### config.mk
export PLATFORM = sky130hd
export DESIGN_NAME = load_store_unit
export DESIGN_NICKNAME = d
export VERILOG_FILES = /design/src/rtl/load_store_unit_pkg.sv /design/src/rtl/load_store_unit_lane_align.sv /design/src/rtl/load_store_unit.sv
export SDC_FILE = /design/constraint.sdc
export NUM_CORES = 1
export LEC_CHECK = 0
export BUFFER_PORTS_ARGS = -buffer_cell sky130_fd_sc_hd__buf_2
export CAP_MARGIN = 20
export CORE_MARGIN = 2
export CORE_UTILIZATION = 50
export DETAILED_ROUTE_END_ITERATION = 10
export GPL_TIMING_DRIVEN = 1
export PLACE_DENSITY = 0.79
export REMOVE_ABC_BUFFERS = 1
export SYNTH_ARGS = -nofsm -noshare
export SYNTH_HDL_FRONTEND = slang
export SYNTH_HIERARCHICAL = 1
export SYNTH_SLANG_ARGS = --single-unit
### constraint.sdc
create_clock -name clk -period 2.5 [get_ports clk]
set_input_delay 0.25 -clock clk [delete_from_list [all_inputs] [get_ports clk]]
set_output_delay 0.25 -clock clk [all_outputs]
set_load 0.02 [all_outputs]
### src/rtl/load_store_unit_pkg.sv
// Shared types for the load/store unit: FSM states, access sizes and
// the registered request bundle.
package load_store_unit_pkg;

  localparam int LSU_RAM_AW = 16;

  localparam logic [1:0] SZ_BYTE = 2'b00;
  localparam logic [1:0] SZ_HALF = 2'b01;
  localparam logic [1:0] SZ_WORD = 2'b10;

  typedef enum logic [1:0] {
    IDLE,
    READ,
    WRITE,
    RESP
  } lsu_state_t;

  typedef struct packed {
    logic        we;
    logic [1:0]  size;
    logic        sgn;
    logic [1:0]  lane;
    logic        err;
    logic [31:0] wdata;
  } lsu_req_t;

endpackage

### src/rtl/load_store_unit_lane_align.sv
// Little-endian lane handling: load extract/extend and store merge.
module lsu_lane_align
  import load_store_unit_pkg::*;
(
  input  logic [1:0]  size,
  input  logic [1:0]  lane,
  input  logic        sgn,
  input  logic [31:0] rdata,
  input  logic [31:0] wdata,
  output logic [31:0] ld_data,
  output logic [31:0] st_data
);

  logic [4:0]  bsh;
  logic [4:0]  hsh;
  logic [31:0] bword;
  logic [31:0] hword;
  logic [31:0] mask;
  logic [31:0] ins;

  assign bsh   = {lane, 3'b000};
  assign hsh   = {lane[1], 4'b0000};
  assign bword = rdata >> bsh;
  assign hword = rdata >> hsh;

  always_comb begin
    ld_data = rdata;
    mask    = 32'hffff_ffff;
    ins     = wdata;
    unique case (size)
      SZ_BYTE: begin
        ld_data = {{24{sgn & bword[7]}}, bword[7:0]};
        mask    = 32'h0000_00ff << bsh;
        ins     = wdata << bsh;
      end
      SZ_HALF: begin
        ld_data = {{16{sgn & hword[15]}}, hword[15:0]};
        mask    = 32'h0000_ffff << hsh;
        ins     = wdata << hsh;
      end
      default: ;
    endcase
  end

  assign st_data = (rdata & ~mask) | (ins & mask);

endmodule

### src/rtl/load_store_unit.sv
// Single-port RAM load/store unit; define LSU_RMW_EN to enable
// read-modify-write sub-word stores (otherwise they are rejected).
module load_store_unit
  import load_store_unit_pkg::*;
#(
  parameter int RAM_AW = LSU_RAM_AW,
  parameter int DATA_W = 32
) (
  input  logic              clk,
  input  logic              rst,
  input  logic              req_valid,
  output logic              req_ready,
  input  logic              req_we,
  input  logic [1:0]        req_size,
  input  logic              req_signed,
  input  logic [31:0]       req_addr,
  input  logic [DATA_W-1:0] req_wdata,
  output logic              rsp_valid,
  output logic [DATA_W-1:0] rsp_rdata,
  output logic              rsp_err,
  output logic              ram_en,
  output logic              ram_rw,
  output logic [RAM_AW-1:0] ram_addr,
  output logic [DATA_W-1:0] ram_wdata,
  input  logic [DATA_W-1:0] ram_rdata
);

  lsu_state_t        state;
  lsu_state_t        state_d;
  lsu_req_t          req_q;
  logic [RAM_AW-1:0] addr_q;
  logic [31:0]       wdata_q;
  logic [31:0]       rdata_q;
  logic [31:0]       ld_data;
  logic [31:0]       st_data;
  logic              accept;
  logic              err_in;
  logic              bad_size;
  logic              bad_align;
  logic              bad_range;
  logic              sub_store;
  logic              wr_direct;

  assign accept = req_valid & req_ready;

  assign bad_size  = req_size == 2'b11;
  assign bad_align = (req_size == SZ_HALF && req_addr[0])
                   | (req_size == SZ_WORD && |req_addr[1:0]);
  assign bad_range = |req_addr[31:RAM_AW+2];
  assign sub_store = req_we & (req_size != SZ_WORD);

`ifdef LSU_RMW_EN
  assign err_in = bad_size | bad_align | bad_range;
`else
  assign err_in = bad_size | bad_align | bad_range | sub_store;
`endif

  assign wr_direct = ~err_in & req_we & ~sub_store;

  always_comb begin
    state_d = state;
    unique case (state)
      IDLE: begin
        if (accept) begin
          unique case (1'b1)
            err_in:    state_d = RESP;
            wr_direct: state_d = WRITE;
            default:   state_d = READ;
          endcase
        end
      end
`ifdef LSU_RMW_EN
      READ:    state_d = req_q.we ? WRITE : RESP;
`else
      READ:    state_d = RESP;
`endif
      WRITE:   state_d = RESP;
      RESP:    state_d = IDLE;
      default: state_d = IDLE;
    endcase
  end

  always_ff @(posedge clk) begin
    if (rst) begin
      state   <= IDLE;
      req_q   <= '0;
      addr_q  <= '0;
      wdata_q <= '0;
      rdata_q <= '0;
    end else begin
      state <= state_d;
      if (accept) begin
        req_q <= '{
          we:    req_we,
          size:  req_size,
          sgn:   req_signed,
          lane:  req_addr[1:0],
          err:   err_in,
          wdata: req_wdata
        };
        addr_q  <= req_addr[RAM_AW+1:2];
        rdata_q <= '0;
        if (req_we) wdata_q <= req_wdata;
      end
      if (state == READ && !req_q.we) rdata_q <= ld_data;
`ifdef LSU_RMW_EN
      // merged word is registered so ram_wdata is stable in WRITE
      if (state == READ && req_q.we) wdata_q <= st_data;
`endif
    end
  end

`ifndef LSU_RMW_EN
  logic unused_merge;
  assign unused_merge = ^{st_data, req_q.wdata};
`endif

  lsu_lane_align u_align (
    .size    (req_q.size),
    .lane    (req_q.lane),
    .sgn     (req_q.sgn),
    .rdata   (ram_rdata),
    .wdata   (req_q.wdata),
    .ld_data (ld_data),
    .st_data (st_data)
  );

  assign req_ready = state == IDLE;
  assign ram_en    = (state == READ) | (state == WRITE);
  assign ram_rw    = state != WRITE;
  assign ram_addr  = addr_q;
  assign ram_wdata = wdata_q;
  assign rsp_valid = state == RESP;
  assign rsp_err   = rsp_valid & req_q.err;
  assign rsp_rdata = rdata_q;

endmodule

### Word level (Yosys, flattened, before mapping)

Cells that the tools add are included.

* register bits after elaboration: 89
* bits in latches: 0
* bits in writable memories: 0
* ROM bits: 0
* input port bits: 103
* memories: 0

* add/sub/neg operators: 0
* multipliers: 0
* divide/modulo/power cells: 0
* $lt $le $gt $ge: 0
* eq/ne operators: 10
* shifts and indexed selects: 2
* mux-type cells: 6
* bitwise operators: 14
* reduce and logical (&&, ||, !) cells: 11

Operators by type and width (number)
* $mux W32: 2
* $pmux W32 S2: 1
* $shr A32 B5 Y16: 1
* $shr A32 B5 Y8: 1
* $reduce_or A14 Y1: 1
* $eq A2 B2 Y1 const B: 4
* $and A1 B1 Y1: 7
* $eq A2 B1 Y1 const B: 3
* $pmux W2 S3: 1
* $or A1 B1 Y1: 5
* $logic_not A2 Y1: 2
* $ne A2 B2 Y1 const B: 2
* $pmux W2 S2: 1
* $reduce_or A2 Y1: 2
* $logic_and A1 B1 Y1: 3
* $mux W2: 1
* $ne A2 B1 Y1 const B: 1
* $not A1 Y1: 2
* $reduce_and A2 Y1: 1
* $reduce_bool A2 Y1: 1
* $logic_not A1 Y1: 1

### Longest topological paths before layout

Gate-level depths: netlist of run 1.

* depth in word-level cells: 12
* mapped depth: 8
* mapped depth without buffers: 6

### Hierarchy

The synthesis of run 1 kept the hierarchy.

Modules (own cells, without submodules)
* load_store_unit: times used 1, cells each 519, area an instance 4285.4 µm²
* lsu_lane_align: times used 1, cells each 238, area an instance 1587.8 µm²

### Worst setup path before layout of run 1

No wires, ideal clock.

* kind: register to register
* start point: register req_q[34] (netlist name)
* end point: register rdata_q[16], in the netlist rsp_rdata[16]
* setup time: 128 ps
* data arrival time: 1531 ps
* data required time: 2372 ps
* slack: 841 ps
* stages on the path, launching flop included: 8
* path through: dfxtp_1 buf_2 mux2i_1 a2bb2oi_2 buf_2 o21ai_0 a22oi_1 nor2_1

* cells in the longest elaborated chain, start to end: 4

RTL lines
* start: declaration: RTL line load_store_unit.sv:30 `lsu_req_t req_q;`
* start signal: assignment: RTL line load_store_unit.sv:93 `req_q <= '{`
* $shr A32 B5 Y16 / $shr A32 B5 Y8 (equally long branches): RTL line load_store_unit_lane_align.sv:24, load_store_unit_lane_align.sv:23
* $and A1 B1 Y1 (on tied branches): RTL line load_store_unit_lane_align.sv:37, load_store_unit_lane_align.sv:32
* $pmux W32 S2 *: RTL line load_store_unit_lane_align.sv:30 `unique case (size)`
* via ld_data[16]: RTL line load_store_unit.sv:34 `logic [31:0] ld_data;`
* $mux W32 *: RTL line load_store_unit.sv:105 `if (state == READ && !req_q.we) rdata_q <= ld_data;`
* end signal: assignment: RTL line load_store_unit.sv:105
* end: declaration: RTL line load_store_unit.sv:33 `logic [31:0] rdata_q;`

The timed path passes the listed nets; every way through them passes the cells marked *.
A chain may end at the register's enable or synchronous reset.

### Worst setup path in the final report of run 1

* start point: register req_q[34] (netlist name)
* end point: register rdata_q[23], in the netlist rsp_rdata[23]

Same word-level chain as after synthesis.

==> out/qor.json, run 1 <==
{
  "status": "completed",
  "synthesis.instances": 513,
  "initial_utilization_pct": 51.67,
  "startpoint_of_the_most_critical_hold_path": "req_wdata[0]",
  "worst_r2r_path_depth": 5,
  "leakage_nw": 2.279,
  "final_common_cell": "sky130_fd_sc_hd__buf_2",
  "start_kind": "register",
  "first_global_vias": 3930,
  "htree_num_levels": 3,
  "path_cells": "mux2_2, a2bb2oi_2, o21ai_0, a22oi_1, nor2_1",
  "power.sequential.fraction_pct": 39.1,
  "worst_ep_arrival_time_ns": 2.35,
  "final_util_pct": 65.54,
  "groute.layer.met1.usage_pct": 31.14,
  "cts.root.buffer_cell": "sky130_fd_sc_hd__clkbuf_8",
  "hold_depth": 3,
  "critPathCaptureType": "register",
  "slew_headroom_pct": 51.16,
  "final_min_period_over_clock_period_pct": 84.89,
  "dp_hpwl_um": 7738,
  "r2r_setup_slack_ns": 0.38,
  "switching_share_pct": 38.87,
  "detail_route.drc_violations": 0,
  "grt_util_all_layers_pct": 25.42,
  "vdd_drop_max_uv": 402.4,
  "number_of_antenna_violations_at_the_first_check_in_global_routing": 0,
  "most-common-layout-cells": "187 x sky130_fd_sc_hd__buf_2, 134 x sky130_fd_sc_hd__nand2_1, 89 x sky130_fd_sc_hd__dfxtp_1, 64 x sky130_fd_sc_hd__a21oi_1, 47 x sky130_fd_sc_hd__nor2_1",
  "cell_type_group_with_the_largest_total_delay_on_the_critical_path": "compound AO/OA/AOI/OAI gates",
  "grt_first_pass_wirelength_um": 17860,
  "final-hold-violation-count": 0,
  "r2r_end": "rsp_rdata[23]$_SDFFE_PP0P_",
  "maximum_number_of_pins_on_one_net_before_global_route_repair": 50,
  "worstPathBufferInverterCount": 0,
  "chipHeight_um": 93.36,
  "post-cts-setup-buffers": 0,
  "drv_slew": 0,
  "synthToLayoutAreaGrowth_pct": 26.86,
  "combPwrFrac_pct": 37.4,
  "dieArea_um2": 8716,
  "final_layout_size_suffix_gt1_share_pct": 33.03,
  "cts-root-to-sink-buffers": 2,
  "numPortBuffers": 187,
  "grtUsageMet2_pct": 41.19,
  "cts_buffers": 9,
  "route.detailed.wl_per_inst_um": 14.17,
  "achievable-frequency_mhz": 471.2,
  "boundary_pins": 188,
  "drtPass1Iterations": 4,
  "clock_insertion_delay_worst_skew_ns": 0.35,
  "worstMarginPinSlew_ns": 0.7318,
  "ant_nets": 0,
  "core_region_area_um2": 7727,
  "cts_resized": 0,
  "number_of_vias_per_cell": 5.252,
  "cts_hold_buffers": 0,
  "row_cnt": 32,
  "min_to": "ram_wdata[0]$_SDFFE_PP0P_",
  "cap_viol_max_count": 0,
  "tritoncts": "done",
  "synth-warning-count": 6,
  "fillers": 686,
  "cts.sinks": 89,
  "grtUsageMet3_pct": 9.186,
  "finalCriticalPeriod_ns": 2.122,
  "final_wirelength_um": 10920,
  "fin_hold_ws_ns": 0.1220,
  "post_synthesis_average_cell_area_um2": 7.783,
  "power.share.clock_pct": 23.5,
  "routabilityCongestion": 0.7853,
  "netSwitchingPower_w": 0.001723,
  "cell_int_power_w": 0.002710,
  "regToRegStartpoint": "req_q[34]$_SDFFE_PP0P_",
  "crit_path_top_delay_cell": "sky130_fd_sc_hd__a2bb2oi_2",
  "fp.dieW_um": 93.36,
  "synthesis.area_um2": 3993,
  "antennaDiodeCount": 0,
  "remaining_global_route_overflow": 0,
  "grt-busiest-layer": "met2",
  "drt-initial-drc-count": 178,
  "worstSetupPathType": "reg2reg",
  "rsz0062_at_grt": "false",
  "cpPeakStageDelay_ns": 0.56,
  "timing.critical_path.fanout_max": 16,
  "post_route_skew_ns": 0.005182,
  "hold_class": "in2reg",
  "power-per-cell-area_nw_per_um2": 875.3,
  "routed-via-count": 4049,
  "cts.reportedPaths.clkPinSlew_ns": 0.09,
  "critPathRequiredTime_ns": 2.73,
  "final-setup-viol-count": 0,
  "num-nets-final": 772
}
==> worst reg2reg max path: cells and delay by family (launching register included) <==
kind / cells / cell delay [ns]
and+or+nand+nor: 1 / 0.06
DFF: 1 / 0.55
AOI/OAI and AO/OA: 3 / 0.97
muxes: 1 / 0.41
==> routing by layer <==
layer / vias to the layer above / wire length (um)
li1: 2022 / -
met3: 11 / 1234
met5: - / 0
met2: 194 / 5087
met1: 1822 / 4516
met4: 0 / 87
==> how the worst max path moves through the flow <==
stage	start	end	cells past startpoint
global route	req_q[34]$_SDFFE_PP0P_	rsp_rdata[20]$_SDFFE_PP0P_	5
floorplan	state[1]$_SDFFE_PP0P_	rsp_rdata[0]$_SDFFE_PP0P_	6
detailed placement	req_q[34]$_SDFFE_PP0P_	rsp_rdata[23]$_SDFFE_PP0P_	5
finish	req_q[34]$_SDFFE_PP0P_	rsp_rdata[23]$_SDFFE_PP0P_	5
global placement	req_q[34]$_SDFFE_PP0P_	rsp_rdata[25]$_SDFFE_PP0P_	5
CTS	req_q[34]$_SDFFE_PP0P_	rsp_rdata[23]$_SDFFE_PP0P_	5
==> stage by stage <==
stage | total power (W) | area (um2) | TNS (ns) | cells | setup slack [ns]
after global placement | 0.003386 | 4851 | 0 | 755 | 0.5473
after global routing | 0.004711 | 5065 | 0 | 771 | 0.2908
final | 0.004433 | 5065 | 0 | 771 | 0.3777
after detailed placement | 0.003415 | 4851 | 0 | 755 | 0.4251
after floorplan | 0.002811 | 3710 | -2.247 | 456 | -0.07023
after CTS | 0.004461 | 5065 | 0 | 771 | 0.4178
==> flip-flops by register name (all words and copies together), names as in the netlist <==
register   cells
ram_wdata     32
rsp_rdata     32
ram_addr      16
req_q          7
state          2
==> cell type report <==
type	instances	area [um2]	share of cell area, %
clock buffer	11	151.4	2.989
clock inverter	5	62.56	1.235
inverter	5	18.77	0.3706
multi-input combinational	362	1912	37.75
sequential	89	1782	35.18
tap	102	127.6	2.520
timing repair buffer	197	1011	19.96
==> power groups by stage <==
stage	logic [W]	clock network (W)	registers, W
2_1_floorplan	0.000841	0	0.00197
3_3_place_gp	0.00163	0	0.00175
3_5_place_dp	0.00165	0	0.00176
4_1_cts	0.00166	0.00107	0.00173
5_1_grt	0.00182	0.00113	0.00176
6_report	0.00166	0.00104	0.00173
Note: power is estimated with default switching activity, not from simulation.
==> inputs of run 2 (changes only) <==
--- a/config.mk
+++ b/config.mk
@@ -8,10 +8,10 @@
 export BUFFER_PORTS_ARGS = -buffer_cell sky130_fd_sc_hd__buf_2
 export CAP_MARGIN = 20
 export CORE_MARGIN = 2
-export CORE_UTILIZATION = 50
+export CORE_UTILIZATION = 47
 export DETAILED_ROUTE_END_ITERATION = 10
 export GPL_TIMING_DRIVEN = 1
-export PLACE_DENSITY = 0.79
+export PLACE_DENSITY = 0.78
 export REMOVE_ABC_BUFFERS = 1
 export SYNTH_ARGS = -nofsm -noshare
 export SYNTH_HDL_FRONTEND = slang
==> constraint.sdc (replaced) <==
create_clock -name clk -period 1.76 [get_ports clk]
set_input_delay 0.176 -clock clk [delete_from_list [all_inputs] [get_ports clk]]
set_output_delay 0.176 -clock clk [all_outputs]
set_load 0.02 [all_outputs]
==> out/qor.json, run 2 (same netlist as run 1, synthesis figures left out) <==
{
  "status": {"value": "completed", "change": "unchanged"},
  "fin_tns_setup": {"value": 0, "unit": "ns", "change": "unchanged"},
  "cts.sinks": {"value": 89, "change": "unchanged"},
  "tritoncts": {"value": "done", "change": "unchanged"},
  "initial_utilization": {"value": 48.59, "unit": "%", "change": "was 51.67%"},
  "final_layout_size_suffix_gt1_share": {"value": 34.27, "unit": "%", "change": "was 33.03%"},
  "cts-root-to-sink-buffers": {"value": 2, "change": "unchanged"},
  "grt_util_all_layers": {"value": 23.90, "unit": "%", "change": "was 25.42%"},
  "worstMarginPinSlew": {"value": 0.4350, "unit": "ns", "change": "was 0.7318 ns"},
  "drv_slew": {"value": 0, "change": "unchanged"},
  "dp_hpwl": {"value": 8137, "unit": "um", "change": "was 7738 um"},
  "r2r_end": {"value": "rsp_rdata[6]$_SDFFE_PP0P_", "change": "was rsp_rdata[23]$_SDFFE_PP0P_"},
  "power-per-cell-area": {"value": 1245, "unit": "nW/um2", "change": "was 875.3 nW/um2"},
  "core_region_area": {"value": 8217, "unit": "um2", "change": "was 7727 um2"},
  "worst_r2r_path_depth": {"value": 6, "change": "was 5"},
  "drt-initial-drc-count": {"value": 138, "change": "was 178"},
  "critPathCaptureType": {"value": "register", "change": "unchanged"},
  "met2_length": {"value": 5262, "unit": "um", "change": "was 5087 um"},
  "row_cnt": {"value": 33, "change": "was 32"},
  "worstPathBufferInverterCount": {"value": 1, "change": "was 0"},
  "boundary_pins": {"value": 188, "change": "unchanged"},
  "met3_wirelength": {"value": 1163, "unit": "um", "change": "was 1234 um"},
  "stdcell_area": {"value": 5177, "unit": "um2", "change": "was 5065 um2"},
  "routed-via-count": {"value": 4161, "change": "was 4049"},
  "rsz0062_at_grt": {"value": "false", "change": "unchanged"},
  "regToRegStartpoint": {"value": "req_q[34]$_SDFFE_PP0P_", "change": "unchanged"},
  "drtPass1Iterations": {"value": 5, "change": "was 4"},
  "cts.reportedPaths.clkPinSlew": {"value": 0.09, "unit": "ns", "change": "about the same"},
  "startpoint": {"value": "req_q[34]$_SDFFE_PP0P_", "change": "unchanged"},
  "maximum_number_of_pins_on_one_net_before_global_route_repair": {"value": 44, "change": "was 50"},
  "worstSetupPathType": {"value": "reg2reg", "change": "unchanged"},
  "final-hold-violation-count": {"value": 0, "change": "unchanged"},
  "path_cells": {"value": "buf_6, nor2b_1, and2_1, a221o_1, a22oi_1, nor2_1", "change": "was mux2_2, a2bb2oi_2, o21ai_0, a22oi_1, nor2_1"},
  "finalCriticalPeriod": {"value": 1.608, "unit": "ns", "change": "was 2.122 ns"},
  "num-nets-final": {"value": 780, "change": "was 772"},
  "final_wirelength": {"value": 11220, "unit": "um", "change": "was 10920 um"},
  "critical_path_depth": {"value": 6, "change": "was 5"},
  "placed_area": {"value": 4940, "unit": "um2", "change": "was 4851 um2"},
  "routabilityCongestion": {"value": 0.8205, "change": "was 0.7853"},
  "fp.dieW": {"value": 96.17, "unit": "um", "change": "was 93.36 um"},
  "cpPeakStageDelay": {"value": 0.36, "unit": "ns", "change": "was 0.56 ns"},
  "cell_type_group_with_the_largest_total_delay_on_the_critical_path": {"value": "compound AO/OA/AOI/OAI gates", "change": "unchanged"},
  "cap_viol_max_count": {"value": 0, "change": "unchanged"},
  "dieArea": {"value": 9248, "unit": "um2", "change": "was 8716 um2"},
  "number_of_vias_per_cell": {"value": 5.321, "change": "was 5.252"},
  "vdd_drop_max": {"value": 568.4, "unit": "uV", "change": "was 402.4 uV"},
  "slew_headroom": {"value": 71.00, "unit": "%", "change": "was 51.16%"},
  "critPathRequiredTime": {"value": 1.99, "unit": "ns", "change": "was 2.73 ns"},
  "number_of_antenna_violations_at_the_first_check_in_global_routing": {"value": 0, "change": "unchanged"},
  "post_route_skew": {"value": 0.005520, "unit": "ns", "change": "was 0.005182 ns"},
  "route.detailed.wl_per_inst": {"value": 14.34, "unit": "um", "change": "was 14.17 um"},
  "r2r_setup_slack": {"value": 0.15, "unit": "ns", "change": "was 0.38 ns"},
  "worstSetupEndpoint": {"value": "rsp_rdata[6]$_SDFFE_PP0P_", "change": "was rsp_rdata[23]$_SDFFE_PP0P_"},
  "met1Wirelength": {"value": 4614, "unit": "um", "change": "was 4516 um"},
  "numPortBuffers": {"value": 187, "change": "unchanged"},
  "dr.max_layer_used": {"value": "met4", "change": "unchanged"},
  "detail_route.drc_violations": {"value": 0, "change": "unchanged"},
  "antennaDiodeCount": {"value": 0, "change": "unchanged"},
  "grt_first_pass_wirelength": {"value": 17510, "unit": "um", "change": "was 17860 um"},
  "leakage": {"value": 2.331, "unit": "nW", "change": "was 2.279 nW"},
  "synthToLayoutAreaGrowth": {"value": 29.68, "unit": "%", "change": "was 26.86%"},
  "crit_path_top_delay_cell": {"value": "sky130_fd_sc_hd__dfxtp_2", "change": "was sky130_fd_sc_hd__a2bb2oi_2"},
  "cts.root.buffer_cell": {"value": "sky130_fd_sc_hd__clkbuf_8", "change": "unchanged"},
  "achievable-frequency": {"value": 621.9, "unit": "MHz", "change": "was 471.2 MHz"},
  "worst_ep_arrival_time": {"value": 1.84, "unit": "ns", "change": "was 2.35 ns"},
  "chipHeight": {"value": 96.17, "unit": "um", "change": "was 93.36 um"},
  "most-common-layout-cells": {"value": "187 x sky130_fd_sc_hd__buf_2, 134 x sky130_fd_sc_hd__nand2_1, 88 x sky130_fd_sc_hd__dfxtp_1, 64 x sky130_fd_sc_hd__a21oi_1, 47 x sky130_fd_sc_hd__nor2_1", "change": "was 187 x sky130_fd_sc_hd__buf_2, 134 x sky130_fd_sc_hd__nand2_1, 89 x sky130_fd_sc_hd__dfxtp_1, 64 x sky130_fd_sc_hd__a21oi_1, 47 x sky130_fd_sc_hd__nor2_1"},
  "first_global_vias": {"value": 3884, "change": "was 3930"},
  "final-setup-viol-count": {"value": 0, "change": "unchanged"},
  "ant_nets": {"value": 0, "change": "unchanged"},
  "clock_insertion_delay_worst_skew": {"value": 0.35, "unit": "ns", "change": "about the same"},
  "cts_buffers": {"value": 9, "change": "unchanged"},
  "hold_class": {"value": "in2reg", "change": "unchanged"},
  "fillers": {"value": 715, "change": "was 686"},
  "final_common_cell": {"value": "sky130_fd_sc_hd__buf_2", "change": "unchanged"},
  "start_kind": {"value": "register", "change": "unchanged"},
  "timing.critical_path.fanout_max": {"value": 15, "change": "was 16"},
  "final_min_period_over_clock_period": {"value": 91.36, "unit": "%", "change": "was 84.89%"},
  "htree_num_levels": {"value": 3, "change": "unchanged"},
  "remaining_global_route_overflow": {"value": 0, "change": "unchanged"}
}
==> run 2: per-stage QoR <==
step	std cells	total power, W	setup WS [ns]	hold slack, ns	utilization [%]
after floorplan	456	0.003993	-0.8102	0.2451	-
after global placement	766	0.004907	0.08511	0.4156	60.12
after detailed placement	766	0.004973	0.02901	0.4216	60.12
after CTS	782	0.006454	0.003766	0.03740	62.71
after global routing	782	0.006858	0.02805	0.04210	63.01
final	782	0.006447	0.1521	0.05586	63.01
==> run 2: timing repair <==
action	4_1_cts	5_1_grt
hold buffers	0	0
setup endpoints to repair	0	14
setup buffers	0	0
gates resized for setup	0	5
==> run 2: area by class of cell <==
class,count,area (um2),area share [%]
multi-input combinational,362,1932,37.31
sequential,89,1783,34.44
timing repair buffer,205,1100,21.24
clock buffer,11,151.4,2.924
tap,105,131.4,2.537
clock inverter,5,61.31,1.184
inverter,5,18.77,0.3625
==> run 2: per-layer routing <==
layer | vias to the layer above | GRT usage, %
li1 | 2033 | -
met2 | 197 | 38.89
met5 | - | 0
met1 | 1916 | 29.13
met3 | 15 | 7.987
met4 | 0 | 9.167
==> run 2: worst min path at each step <==
stage / startpoint / end / slack [ns] / depth (start not counted)
after detailed placement: req_wdata[14] / ram_wdata[14]$_SDFFE_PP0P_ / 0.42 / 3
after global routing: req_addr[10] / ram_addr[8]$_SDFFE_PP0P_ / 0.04 / 3
final: req_wdata[14] / ram_wdata[14]$_SDFFE_PP0P_ / 0.06 / 3
after floorplan: rst / ram_addr[0]$_SDFFE_PP0P_ / 0.25 / 1
after CTS: req_addr[7] / ram_addr[5]$_SDFFE_PP0P_ / 0.04 / 3
after global placement: req_addr[8] / ram_addr[6]$_SDFFE_PP0P_ / 0.42 / 3
==> run 2: where the power goes <==
group	internal (W)	leakage, nW	switching (W)	total (W)
sequential	0.00229	0.724	0.000174	0.00247
combinational	0.000939	1.51	0.00157	0.00250
clock	0.000739	0.0982	0.000736	0.00148
==> run 2: worst register-to-register path: cells and delay by family (launching register included) <==
kind	cells	cell delay, ns
buffers and inverters	1	0.17
DFF	1	0.36
AOI/OAI and AO/OA	2	0.51
and+or+nand+nor	3	0.45
==> inputs of run 3 (changes only) <==
--- a/config.mk
+++ b/config.mk
@@ -7,11 +7,13 @@
 export LEC_CHECK = 0
 export BUFFER_PORTS_ARGS = -buffer_cell sky130_fd_sc_hd__buf_2
 export CAP_MARGIN = 20
+export CELL_PAD_IN_SITES_DETAIL_PLACEMENT = 0
+export CELL_PAD_IN_SITES_GLOBAL_PLACEMENT = 1
 export CORE_MARGIN = 2
-export CORE_UTILIZATION = 47
+export CORE_UTILIZATION = 33
 export DETAILED_ROUTE_END_ITERATION = 10
 export GPL_TIMING_DRIVEN = 1
-export PLACE_DENSITY = 0.78
+export PLACE_DENSITY_LB_ADDON = 0.1
 export REMOVE_ABC_BUFFERS = 1
 export SYNTH_ARGS = -nofsm -noshare
 export SYNTH_HDL_FRONTEND = slang
==> out/qor.json, run 3 (same netlist as run 1, synthesis figures left out) <==
{
  "r2r_setup_slack": {"value": 0.12, "unit": "ns", "change": "was 0.15 ns"},
  "dp_hpwl": {"value": 8407, "unit": "um", "change": "was 8137 um"},
  "grt_first_pass_wirelength": {"value": 19010, "unit": "um", "change": "was 17510 um"},
  "cts_buffers": {"value": 9, "change": "unchanged"},
  "timing.critical_path.fanout_max": {"value": 14, "change": "was 15"},
  "chipHeight": {"value": 114.0, "unit": "um", "change": "was 96.17 um"},
  "final-setup-viol-count": {"value": 0, "change": "unchanged"},
  "design_power_total": {"value": 0.006891, "unit": "W", "change": "was 0.006447 W"},
  "multiInputGateArea": {"value": 1912, "unit": "um2", "change": "was 1932 um2"},
  "path_cells": {"value": "mux2_2, a2bb2oi_2, buf_12, o21ai_0, a22oi_1, nor2_1", "change": "was buf_6, nor2b_1, and2_1, a221o_1, a22oi_1, nor2_1"},
  "post_route_skew": {"value": 0.01154, "unit": "ns", "change": "was 0.005520 ns"},
  "number_of_vias_per_cell": {"value": 4.935, "change": "was 5.321"},
  "final_min_period_over_clock_period": {"value": 93.06, "unit": "%", "change": "was 91.36%"},
  "power-per-cell-area": {"value": 1296, "unit": "nW/um2", "change": "was 1245 nW/um2"},
  "route.detailed.wl_per_inst": {"value": 14.41, "unit": "um", "change": "was 14.34 um"},
  "final_util": {"value": 44.63, "unit": "%", "change": "was 63.01%"},
  "fp.dieW": {"value": 114.0, "unit": "um", "change": "was 96.17 um"},
  "dieArea": {"value": 12990, "unit": "um2", "change": "was 9248 um2"},
  "worst_ep_arrival_time": {"value": 1.85, "unit": "ns", "change": "was 1.84 ns"},
  "regToRegStartpoint": {"value": "req_q[34]$_SDFFE_PP0P_", "change": "unchanged"},
  "final_common_cell": {"value": "sky130_fd_sc_hd__buf_2", "change": "unchanged"},
  "hold_class": {"value": "in2reg", "change": "unchanged"},
  "row_cnt": {"value": 40, "change": "was 33"},
  "synthToLayoutAreaGrowth": {"value": 33.16, "unit": "%", "change": "was 29.68%"},
  "startpoint_of_the_most_critical_hold_path": {"value": "req_wdata[17]", "change": "was req_wdata[14]"},
  "numPortBuffers": {"value": 187, "change": "unchanged"},
  "num-nets-final": {"value": 781, "change": "was 780"},
  "hold_depth": {"value": 3, "change": "unchanged"},
  "cpPeakStageDelay": {"value": 0.39, "unit": "ns", "change": "was 0.36 ns"},
  "grt_util_all_layers": {"value": 18.35, "unit": "%", "change": "was 23.90%"},
  "cts.sinks": {"value": 89, "change": "unchanged"},
  "worstMarginPinSlew": {"value": 0.5031, "unit": "ns", "change": "was 0.4350 ns"},
  "initial_utilization": {"value": 33.52, "unit": "%", "change": "was 48.59%"},
  "slew_headroom": {"value": 66.46, "unit": "%", "change": "was 71.00%"},
  "most-common-layout-cells": {"value": "187 x sky130_fd_sc_hd__buf_2, 134 x sky130_fd_sc_hd__nand2_1, 87 x sky130_fd_sc_hd__dfxtp_1, 64 x sky130_fd_sc_hd__a21oi_1, 47 x sky130_fd_sc_hd__nor2_1", "change": "was 187 x sky130_fd_sc_hd__buf_2, 134 x sky130_fd_sc_hd__nand2_1, 88 x sky130_fd_sc_hd__dfxtp_1, 64 x sky130_fd_sc_hd__a21oi_1, 47 x sky130_fd_sc_hd__nor2_1"},
  "start_kind": {"value": "register", "change": "unchanged"},
  "maximum_number_of_pins_on_one_net_before_global_route_repair": {"value": 46, "change": "was 44"},
  "routed-via-count": {"value": 4071, "change": "was 4161"},
  "boundary_pins": {"value": 188, "change": "unchanged"},
  "antennaDiodeCount": {"value": 0, "change": "unchanged"},
  "detail_route.drc_violations": {"value": 0, "change": "unchanged"},
  "achievable-frequency": {"value": 610.6, "unit": "MHz", "change": "was 621.9 MHz"},
  "final_wirelength": {"value": 11890, "unit": "um", "change": "was 11220 um"},
  "cap_viol_max_count": {"value": 0, "change": "unchanged"},
  "cts.root.buffer_cell": {"value": "sky130_fd_sc_hd__clkbuf_16", "change": "was sky130_fd_sc_hd__clkbuf_8"},
  "drtPass1Iterations": {"value": 4, "change": "was 5"},
  "finalCriticalPeriod": {"value": 1.638, "unit": "ns", "change": "was 1.608 ns"},
  "routabilityCongestion": {"value": 0.7881, "change": "was 0.8205"},
  "htree_num_levels": {"value": 3, "change": "unchanged"},
  "fillers": {"value": 1286, "change": "was 715"},
  "final-hold-violation-count": {"value": 0, "change": "unchanged"},
  "cts-root-to-sink-buffers": {"value": 2, "change": "unchanged"},
  "critPathCaptureType": {"value": "register", "change": "unchanged"},
  "final_layout_size_suffix_gt1_share": {"value": 34.22, "unit": "%", "change": "was 34.27%"},
  "status": {"value": "completed", "change": "unchanged"},
  "ant_nets": {"value": 0, "change": "unchanged"},
  "worstSetupPathType": {"value": "reg2reg", "change": "unchanged"},
  "leakage": {"value": 2.379, "unit": "nW", "change": "was 2.331 nW"},
  "drt-initial-drc-count": {"value": 235, "change": "was 138"},
  "clock_insertion_delay_worst_skew": {"value": 0.35, "unit": "ns", "change": "about the same"},
  "r2r_end": {"value": "rsp_rdata[28]$_SDFFE_PP0P_", "change": "was rsp_rdata[6]$_SDFFE_PP0P_"},
  "worst_r2r_path_depth": {"value": 6, "change": "unchanged"},
  "core_region_area": {"value": 11910, "unit": "um2", "change": "was 8217 um2"},
  "crit_path_top_delay_cell": {"value": "sky130_fd_sc_hd__dfxtp_2", "change": "unchanged"},
  "min_to": {"value": "ram_wdata[17]$_SDFFE_PP0P_", "change": "was ram_wdata[14]$_SDFFE_PP0P_"},
  "vdd_drop_max": {"value": 885.1, "unit": "uV", "change": "was 568.4 uV"},
  "number_of_antenna_violations_at_the_first_check_in_global_routing": {"value": 0, "change": "unchanged"},
  "rsz0062_at_grt": {"value": "true", "change": "was false"},
  "critPathRequiredTime": {"value": 1.97, "unit": "ns", "change": "was 1.99 ns"},
  "remaining_global_route_overflow": {"value": 0, "change": "unchanged"},
  "first_global_vias": {"value": 3857, "change": "was 3884"},
  "area.sequential": {"value": 1784, "unit": "um2", "change": "was 1783 um2"},
  "cts.reportedPaths.clkPinSlew": {"value": 0.07, "unit": "ns", "change": "was 0.09 ns"},
  "drv_slew": {"value": 0, "change": "unchanged"},
  "tritoncts": {"value": "done", "change": "unchanged"}
}
[run 3: where the power goes]
group	switching (W)	leakage [nW]	internal, W	total, W
sequential	0.000169	0.724	0.00230	0.00246
clock	0.000851	0.136	0.00101	0.00186
combinational	0.00160	1.52	0.000969	0.00257
total	0.00262	2.38	0.00427	0.00689
[run 3: area by class of cell]
type                    count  area share (%)
well taps                 147           3.460
clock inverters             6          0.8708
multi-input cells         362           35.96
flip-flops and latches     89           33.56
inverters                   5          0.3530
clock buffers              10           4.495
repair buffers            206           21.30
[run 3: critical path, delay by kind of cell (launching register included)]
kind,cells,cell delay (ns)
compound gates,3,0.52
flops,1,0.39
buf+inv,1,0.18
simple gates,1,0.05
mux,1,0.38
[run 3: timing repair]
action	in CTS	in global routing
hold buffers	0	0
buffers inserted	0	0
resized for setup	0	3
endpoints found under the setup margin	0	27
[run 3: per-layer routing]
metal / track usage (%) / vias up / share of wire (%)
li1: - / 2051 / -
met1: 22.38 / 1879 / 44
met2: 29.80 / 131 / 47
met3: 7.705 / 10 / 8.5
met4: 5.041 / 0 / 1.1
met5: 0 / - / 0
[run 3: worst max-delay path by stage]
stage / from / endpoint / slack [ns] / cells after the start
after floorplan: state[1]$_SDFFE_PP0P_ / rsp_rdata[0]$_SDFFE_PP0P_ / -0.81 / 6
final: req_q[34]$_SDFFE_PP0P_ / rsp_rdata[28]$_SDFFE_PP0P_ / 0.12 / 6
after detailed placement: req_q[34]$_SDFFE_PP0P_ / rsp_rdata[28]$_SDFFE_PP0P_ / 0.08 / 6
after global routing: req_q[34]$_SDFFE_PP0P_ / rsp_rdata[18]$_SDFFE_PP0P_ / -0.03 / 6
after CTS: req_q[33]$_SDFFE_PP0P_ / rsp_rdata[15]$_SDFFE_PP0P_ / 0.06 / 6
after global placement: req_q[33]$_SDFFE_PP0P_ / rsp_rdata[15]$_SDFFE_PP0P_ / 0.10 / 6
[run 3: through the flow]
stage               area [um2]  setup WS, ns  setup TNS [ns]  cells  hold WS (ns)
floorplan                 3710       -0.8102          -33.95    456        0.2451
finish                    5316        0.1222               0    825       0.05951
CTS                       5310       0.06330               0    825       0.04261
detailed placement        5025       0.08413               0    809        0.4211
global placement          5025        0.1049               0    809        0.4162
global route              5316      -0.03106        -0.05965    825       0.04327
